[config.mk]
export PLATFORM = sky130hd
export DESIGN_NAME = hazard_control_unit
export DESIGN_NICKNAME = d
export VERILOG_FILES = /design/src/rtl/hazard_control_unit.sv
export SDC_FILE = /design/constraint.sdc
export NUM_CORES = 1
export LEC_CHECK = 0
export ABC_AREA = 1
export CORE_AREA = 2 2 39 41
export CTS_CLUSTER_DIAMETER = 200
export DETAILED_ROUTE_END_ITERATION = 12
export DIE_AREA = 0 0 41 43
export PLACE_DENSITY = 0.8
export SLEW_MARGIN = 20
export SYNTH_ARGS = -nofsm -noshare
export SYNTH_HDL_FRONTEND = slang
export SYNTH_SLANG_ARGS = --single-unit
[constraint.sdc]
create_clock -name CLK -period 4 [get_ports CLK]
set_input_delay 0.8 -clock CLK [delete_from_list [all_inputs] [get_ports CLK]]
set_output_delay 0.8 -clock CLK [all_outputs]
set_load 0.01 [all_outputs]
[src/rtl/hazard_control_unit.sv]
// hazard_control_unit
// Stall and flush controller for the 5-stage pipeline. It handles the
// hazards that the bypass network cannot cover: load-use bubbles,
// instruction and data memory wait, control-flow redirects and halt.
// The latch enables and flushes are combinational from the state and
// the current inputs.
// Optional build macro HAZARD_PERF_EN adds three saturating 32-bit
// performance counters: stall_cycles, redirect_cycles and memwait_cycles.
module hazard_control_unit #(
    parameter int REG_W = 5
) (
    input  logic             CLK,
    input  logic             RST,
    input  logic             ihit,
    input  logic             dhit,
    input  logic [REG_W-1:0] ifid_rs,
    input  logic [REG_W-1:0] ifid_rt,
    input  logic             ifid_uses_rt,
    input  logic             idex_dmemren,
    input  logic [REG_W-1:0] idex_wsel,
    input  logic             exmem_dmemren,
    input  logic             exmem_dmemwen,
    input  logic             exmem_redirect,
    input  logic             memwb_halt,
    output logic             pc_en,
    output logic             ifid_en,
    output logic             idex_en,
    output logic             exmem_en,
    output logic             memwb_en,
    output logic             ifid_flush,
    output logic             idex_flush,
    output logic             exmem_flush,
    output logic             halt
`ifdef HAZARD_PERF_EN
    ,
    output logic [31:0]      stall_cycles,
    output logic [31:0]      redirect_cycles,
    output logic [31:0]      memwait_cycles
`endif
);

    typedef enum logic [1:0] {
        ST_RUN        = 2'd0,
        ST_MEM_WAIT   = 2'd1,
        ST_REDIR_PEND = 2'd2,
        ST_HALTED     = 2'd3
    } state_t;

    // Control word layout:
    // {pc_en, ifid_en, idex_en, exmem_en, memwb_en, ifid_flush, idex_flush, exmem_flush, halt}
    localparam logic [8:0] CTRL_GO     = 9'b11111_000_0;
    localparam logic [8:0] CTRL_FREEZE = 9'b00000_000_0;
    localparam logic [8:0] CTRL_HALT   = 9'b00000_000_1;
    localparam logic [8:0] CTRL_RESET  = 9'b00000_111_0;
    localparam logic [8:0] CTRL_REDIR  = 9'b11111_111_0;
    localparam logic [8:0] CTRL_LU     = 9'b00111_010_0;
    localparam logic [8:0] CTRL_MISS   = 9'b01111_100_0;
    localparam logic [8:0] CTRL_PEND   = 9'b11111_100_0;

    state_t     state_r;
    state_t     state_next_s;
    logic [8:0] ctrl_s;
    logic       mem_busy_s;
    logic       load_use_s;

    // Hazard detection: outstanding data access and load-use dependency.
    always_comb begin
        mem_busy_s = (exmem_dmemren | exmem_dmemwen) & ~dhit;
        load_use_s = idex_dmemren
                   & (idex_wsel != {REG_W{1'b0}})
                   & ((idex_wsel == ifid_rs) | (ifid_uses_rt & (idex_wsel == ifid_rt)));
    end

    // Control word and next state; reset overrides every state.
    always_comb begin
        ctrl_s       = CTRL_GO;
        state_next_s = state_r;
        if (RST) begin
            ctrl_s       = CTRL_RESET;
            state_next_s = ST_RUN;
        end else begin
            case (state_r)
                // MEM_WAIT with dhit=1 re-evaluates as RUN; mem_busy is
                // naturally 0 then, so a pending redirect is honoured.
                ST_RUN, ST_MEM_WAIT: begin
                    if ((state_r == ST_MEM_WAIT) && !dhit) begin
                        ctrl_s       = CTRL_FREEZE;
                        state_next_s = ST_MEM_WAIT;
                    end else if (memwb_halt) begin
                        ctrl_s       = CTRL_HALT;
                        state_next_s = ST_HALTED;
                    end else if (mem_busy_s) begin
                        ctrl_s       = CTRL_FREEZE;
                        state_next_s = ST_MEM_WAIT;
                    end else if (exmem_redirect) begin
                        ctrl_s       = CTRL_REDIR;
                        state_next_s = ihit ? ST_RUN : ST_REDIR_PEND;
                    end else if (load_use_s) begin
                        ctrl_s       = CTRL_LU;
                        state_next_s = ST_RUN;
                    end else if (!ihit) begin
                        ctrl_s       = CTRL_MISS;
                        state_next_s = ST_RUN;
                    end else begin
                        ctrl_s       = CTRL_GO;
                        state_next_s = ST_RUN;
                    end
                end
                // Discard wrong-path fetches until the first completed
                // fetch, which is itself discarded.
                ST_REDIR_PEND: begin
                    if (memwb_halt) begin
                        ctrl_s       = CTRL_HALT;
                        state_next_s = ST_HALTED;
                    end else if (mem_busy_s) begin
                        ctrl_s       = CTRL_FREEZE;
                        state_next_s = ST_REDIR_PEND;
                    end else begin
                        ctrl_s       = CTRL_PEND;
                        state_next_s = ihit ? ST_RUN : ST_REDIR_PEND;
                    end
                end
                ST_HALTED: begin
                    ctrl_s       = CTRL_HALT;
                    state_next_s = ST_HALTED;
                end
                default: begin
                    ctrl_s       = CTRL_FREEZE;
                    state_next_s = ST_RUN;
                end
            endcase
        end
    end

    assign {pc_en, ifid_en, idex_en, exmem_en, memwb_en,
            ifid_flush, idex_flush, exmem_flush, halt} = ctrl_s;

    // State register with synchronous reset.
    always_ff @(posedge CLK) begin
        if (RST) begin
            state_r <= ST_RUN;
        end else begin
            state_r <= state_next_s;
        end
    end

`ifdef HAZARD_PERF_EN
    logic stall_evt_s;
    logic redir_evt_s;
    logic memwait_evt_s;

    function automatic logic [31:0] sat_inc(input logic [31:0] value, input logic en);
        return (en && (value != 32'hFFFF_FFFF)) ? value + 32'd1 : value;
    endfunction

    // Counter events; exmem_flush outside reset only comes from a redirect.
    always_comb begin
        stall_evt_s   = !RST && !pc_en && (state_r != ST_HALTED);
        redir_evt_s   = !RST && ((state_r == ST_REDIR_PEND) || exmem_flush);
        memwait_evt_s = !RST && ((state_r == ST_MEM_WAIT) ||
                                 ((state_r == ST_RUN) && (state_next_s == ST_MEM_WAIT)));
    end

    // Saturating performance counters, cleared by reset.
    always_ff @(posedge CLK) begin
        if (RST) begin
            stall_cycles    <= 32'd0;
            redirect_cycles <= 32'd0;
            memwait_cycles  <= 32'd0;
        end else begin
            stall_cycles    <= sat_inc(stall_cycles, stall_evt_s);
            redirect_cycles <= sat_inc(redirect_cycles, redir_evt_s);
            memwait_cycles  <= sat_inc(memwait_cycles, memwait_evt_s);
        end
    end
`endif

endmodule

-- Yosys cells after proc, flatten, opt, wreduce, memory -nomap -nowiden
Index checks and enable logic that the tools add are counted.
- bits in registers: 2
- input port bits: 25
- equality and inequality tests: 5
- reductions and logical operators: 5
- bitwise gates (word level): 7
- muxes and demuxes: 18
- operators by type and width (operator ; number):
    $mux 9 ; 9
    $pmux 9 s3 ; 1
    $mux 2 ; 7
    $eq 5x5->1 ; 2
    $pmux 2 s3 ; 1
    $reduce_bool 5->1 ; 1
    $and 1x1->1 ; 4
    $eq 2x2->1 const B ; 2
    $eq 2x1->1 const B ; 1
    $logic_not 2->1 ; 1
    $or 1x1->1 ; 2
    $reduce_or 2->1 ; 1
    $logic_and 1x1->1 ; 1
    $logic_not 1->1 ; 1
    $not 1->1 ; 1

-- Logic depth before layout (Yosys ltp)
Gate-level depths: netlist (run 1).
- depth in word-level cells: 11
- depth in mapped cells: 11
- mapped depth without buffers: 11

-- Worst setup path before layout (run 1)
OpenSTA, ideal clock, no wires.
- kind: in2out
- start point: input port exmem_dmemwen
- end point: output port idex_en
- arrival: 1791 ps
- slack: 1409 ps
- data required time: 3200 ps
- buffers on the path: 1
- cell stages on the path: 6
- cells stage by stage: o21ai_2 inv_1 nor3_2 nand2_1 a21oi_1 buf_4
- longest elaborated chain between the ends: 7
- elaborated cells between the ends (all ways): 9
- those cells by class: mux: 7; bitwise: 2
- ends and longest elaborated chain (what ; line ; source):
    from (decl) ; 22 ; input logic exmem_dmemwen,
    $or 1x1->1 (*) ; 68 ; mem_busy_s = (exmem_dmemren | exmem_dmemwen) & ~dhit;
    $and 1x1->1 (*) ; 68 ;
    $mux 9 ; 92 ; end else if (mem_busy_s) begin
    $mux 9 ; 89 ; end else if (memwb_halt) begin
    $mux 9 ; 86 ; if ((state_r == ST_MEM_WAIT) && !dhit) begin
    $pmux 9 s3 (*) ; 82 ; case (state_r)
    $mux 9 (*) ; 78 ; if (RST) begin
    to (decl) ; 27 ; output logic idex_en,
Every way passes the cells marked *; elsewhere a longest branch is shown, timed or not.

-- Final worst setup path (run 1)
- start point: input port exmem_dmemwen
- end point: output port memwb_en
- longest elaborated chain between the ends: 7
- elaborated cells between the ends (all ways): 9
- those cells by class: mux: 7; bitwise: 2
- ends and longest elaborated chain (what ; line ; source):
    $or 1x1->1 (*) ; 68 ;
    $and 1x1->1 (*) ; 68 ;
    $mux 9 ; 92 ;
    $mux 9 ; 89 ;
    $mux 9 ; 86 ;
    $pmux 9 s3 (*) ; 82 ;
    $mux 9 (*) ; 78 ;
    to (decl) ; 29 ; output logic memwb_en,
Marks and branches as above.

==> results of run 1 <==
path summary, 6_finish.rpt:
kind / start / end / slack (ns) / cells after the start
setup / recovery: exmem_dmemwen / memwb_en / 0.56 / 7
hold / removal: state_r[0] / state_r[0] / 0.55 / 2
setup reg to reg: state_r[1] / state_r[1] / 2.89 / 5
hold reg to reg: state_r[0] / state_r[0] / 0.55 / 2
placed cells by master (no fill, tap or decap):
| cell type | count |
|---|---|
| nand3_1 | 4 |
| nand4_1 | 1 |
| clkbuf_4 | 3 |
| a31oi_1 | 2 |
| inv_1 | 19 |
| nor2_1 | 8 |
| nand2_1 | 36 |
| xnor2_1 | 1 |
| o32ai_1 | 1 |
| clkdlybuf4s50_1 | 33 |
| nor3_4 | 1 |
| dfxtp_1 | 2 |
| o21ai_0 | 2 |
| a21oi_1 | 4 |
| nor3_2 | 1 |
| nor3_1 | 2 |
| o21ai_2 | 1 |
| nor2_2 | 1 |
| inv_2 | 2 |
| a21oi_2 | 1 |
metal layers:
layer	GRT usage, %	share of wire, %	up-vias	routed length, um
met5	0	0	-	0
met4	4.000	0	0	0
met3	3.141	12	0	149
met2	30.94	49	40	606
met1	17.20	38	252	472
li1	-	-	345	-
critical path, cell delays in order:
cell             delay (ns)
clkdlybuf4s50_1        0.41
o21ai_2                0.18
inv_1                  0.07
nor3_2                 0.23
nand2_1                0.14
a21oi_1                0.23
clkdlybuf4s50_1        0.58
final cells by class:
| cell class | instances | area [um2] |
|---|---|---|
| clock buffer | 3 | 22.52 |
| fill | 151 | 580.6 |
| inverter | 21 | 78.83 |
| multi-input combinational | 66 | 311.5 |
| sequential | 2 | 40.04 |
| tap | 16 | 20.02 |
| timing repair buffer | 33 | 330.3 |
through the flow:
stage	setup WS [ns]	hold slack, ns	utilization, %
after floorplan	1.409	0.5141	-
after global placement	0.6276	0.5421	56.42
after detailed placement	0.5587	0.5494	56.42
after CTS	0.5496	0.5573	58.05
after global routing	0.3956	0.5943	58.05
final	0.5625	0.5497	58.05
kinds of logic after synthesis:
family,share of synthesized area [%]
AO/OA/AOI/OAI,15.45
AND/OR/NAND/NOR,52.53
XOR/XNOR,1.967
flip-flops,8.989
buffers and inverters,21.07
where the power goes:
group | internal (mW) | leakage (nW) | switching, mW
clock | 0.0331 | 0.0138 | 0.0112
sequential | 0.0227 | 0.0168 | 0.00376
combinational | 0.0489 | 0.391 | 0.0382
==> run summary, run 1 <==
Startpoint type of the worst setup path = primary input
Buffers on Ports = 33
Post-synth top cells = nand2_1 (36), inv_1 (19), nor2_1 (8)
CTS max path bufs = 2
Post-synth EDFFs = 0
Synth Flop Type = dfxtp_1
Non-Filler Instances = 141
Die width = 41 um
Max reg flops = 2
Mean number of vias per cell = 4.518
Worst-Skew Late Latency = 0.22 ns
Via count = 637
Post-synthesis sequential area ratio = 8.989%
CTS tree = yes
Placeable Area = 1384 um2
Critical Path RT = 3.20 ns
Top-area cell type share of the netlist area = 30.34%
Detail Route Antenna Nets = 0
Slew Limit Fails = 0
Hold/Removal Path Class = register to register
Wire per inst = 8.709 um
Max-Cap Viols = 0
Yosys reg bits = 2
Crit end category = output pin
Outcome = finished, final reports clean
Routed WL = 1.228 mm
Synth area leaders = nand2_1 (30%), inv_1 (16%), dfxtp_1 (9.0%), nor2_1 (6.7%), a21oi_1 (4.5%)
Most instantiated library cell after synthesis = nand2_1
Post-route cell area = 803.3 um2
RSZ-0062 raised after global routing = false
H-tree levels = 1
Overall Power = 0.1579 mW
Fmax = 290.9 MHz
Post-cts resize count = 0
Initial antenna violation count = 0
Net count after synthesis = 116
Vias in the first global route = 602
Slew of the pin with the lowest slew margin = 0.2401 ns
Synth area leader = nand2_1
Drt pass-1 iters = 4
Peak VDD IR = 0.0001076 V
Area Growth Syn to Fin = 80.34%
CTS clk-pin slew, worst paths = 0.03 ns
Synth warn = 0
Setup bufs post-CTS = 0
Post-DP Area = 780.7 um2
Crit-path max FO = 3
Crit Path Class = primary input to output pin
Pwr per Cell Area = 196.5 nW/um2
Post-synth cell types = 19
Final Wtd Congestion = 0.7742
Drt initial violations = 15
Fin. Hold Viols = 0
Final setup fails = 0
Post-synthesis average cell area = 4.895 um2
Sum of negative setup slack = 0 ns
Biggest regs = state_r (2)
Initial Util = 32.19%
Most flop-heavy register = state_r
Clk root buf = clkbuf_4
Post-route DRC violation count = 0
Num rows = 14
Die area = 1763 um2
I/O Pins = 34
Layout cells sized above 1 = 8.000%
Total Nets Final = 152
Cells after synthesis = 91
GRT Total Usage = 16.52%
Final min period = 3.437 ns
Slew margin rel. = 83.94%
Clock Skew = 0.003487 ns
# diodes = 0
CTS Sinks = 2
Post-Synthesis Cell Area = 445.4 um2
CTS buffer count = 3
First-pass GRT wire length = 2.097 mm
Async set-reset flop share out of synthesis = 0%
Placed Cells = 138
Lkg Pwr = 0.4213 nW
Die H = 43 um
CP arrival = 2.64 ns
Final period util = 85.94%
# hold bufs at CTS = 0
Largest net degree at the start of global routing = 7
Congestion Overflow GR = 0
Final HPWL DP = 1.078 mm
No activity file was read; power rests on OpenSTA's default activity.
==> inputs of run 2 (changes only) <==
--- a/config.mk
+++ b/config.mk
@@ -6,6 +6,7 @@
 export NUM_CORES = 1
 export LEC_CHECK = 0
 export ABC_AREA = 1
+export ABC_CLOCK_PERIOD_IN_PS = 4000
 export CORE_AREA = 2 2 39 41
 export CTS_CLUSTER_DIAMETER = 200
 export DETAILED_ROUTE_END_ITERATION = 12
==> results of run 2 <==
The final DEF is identical to that of run 1; final timing and power are the same.
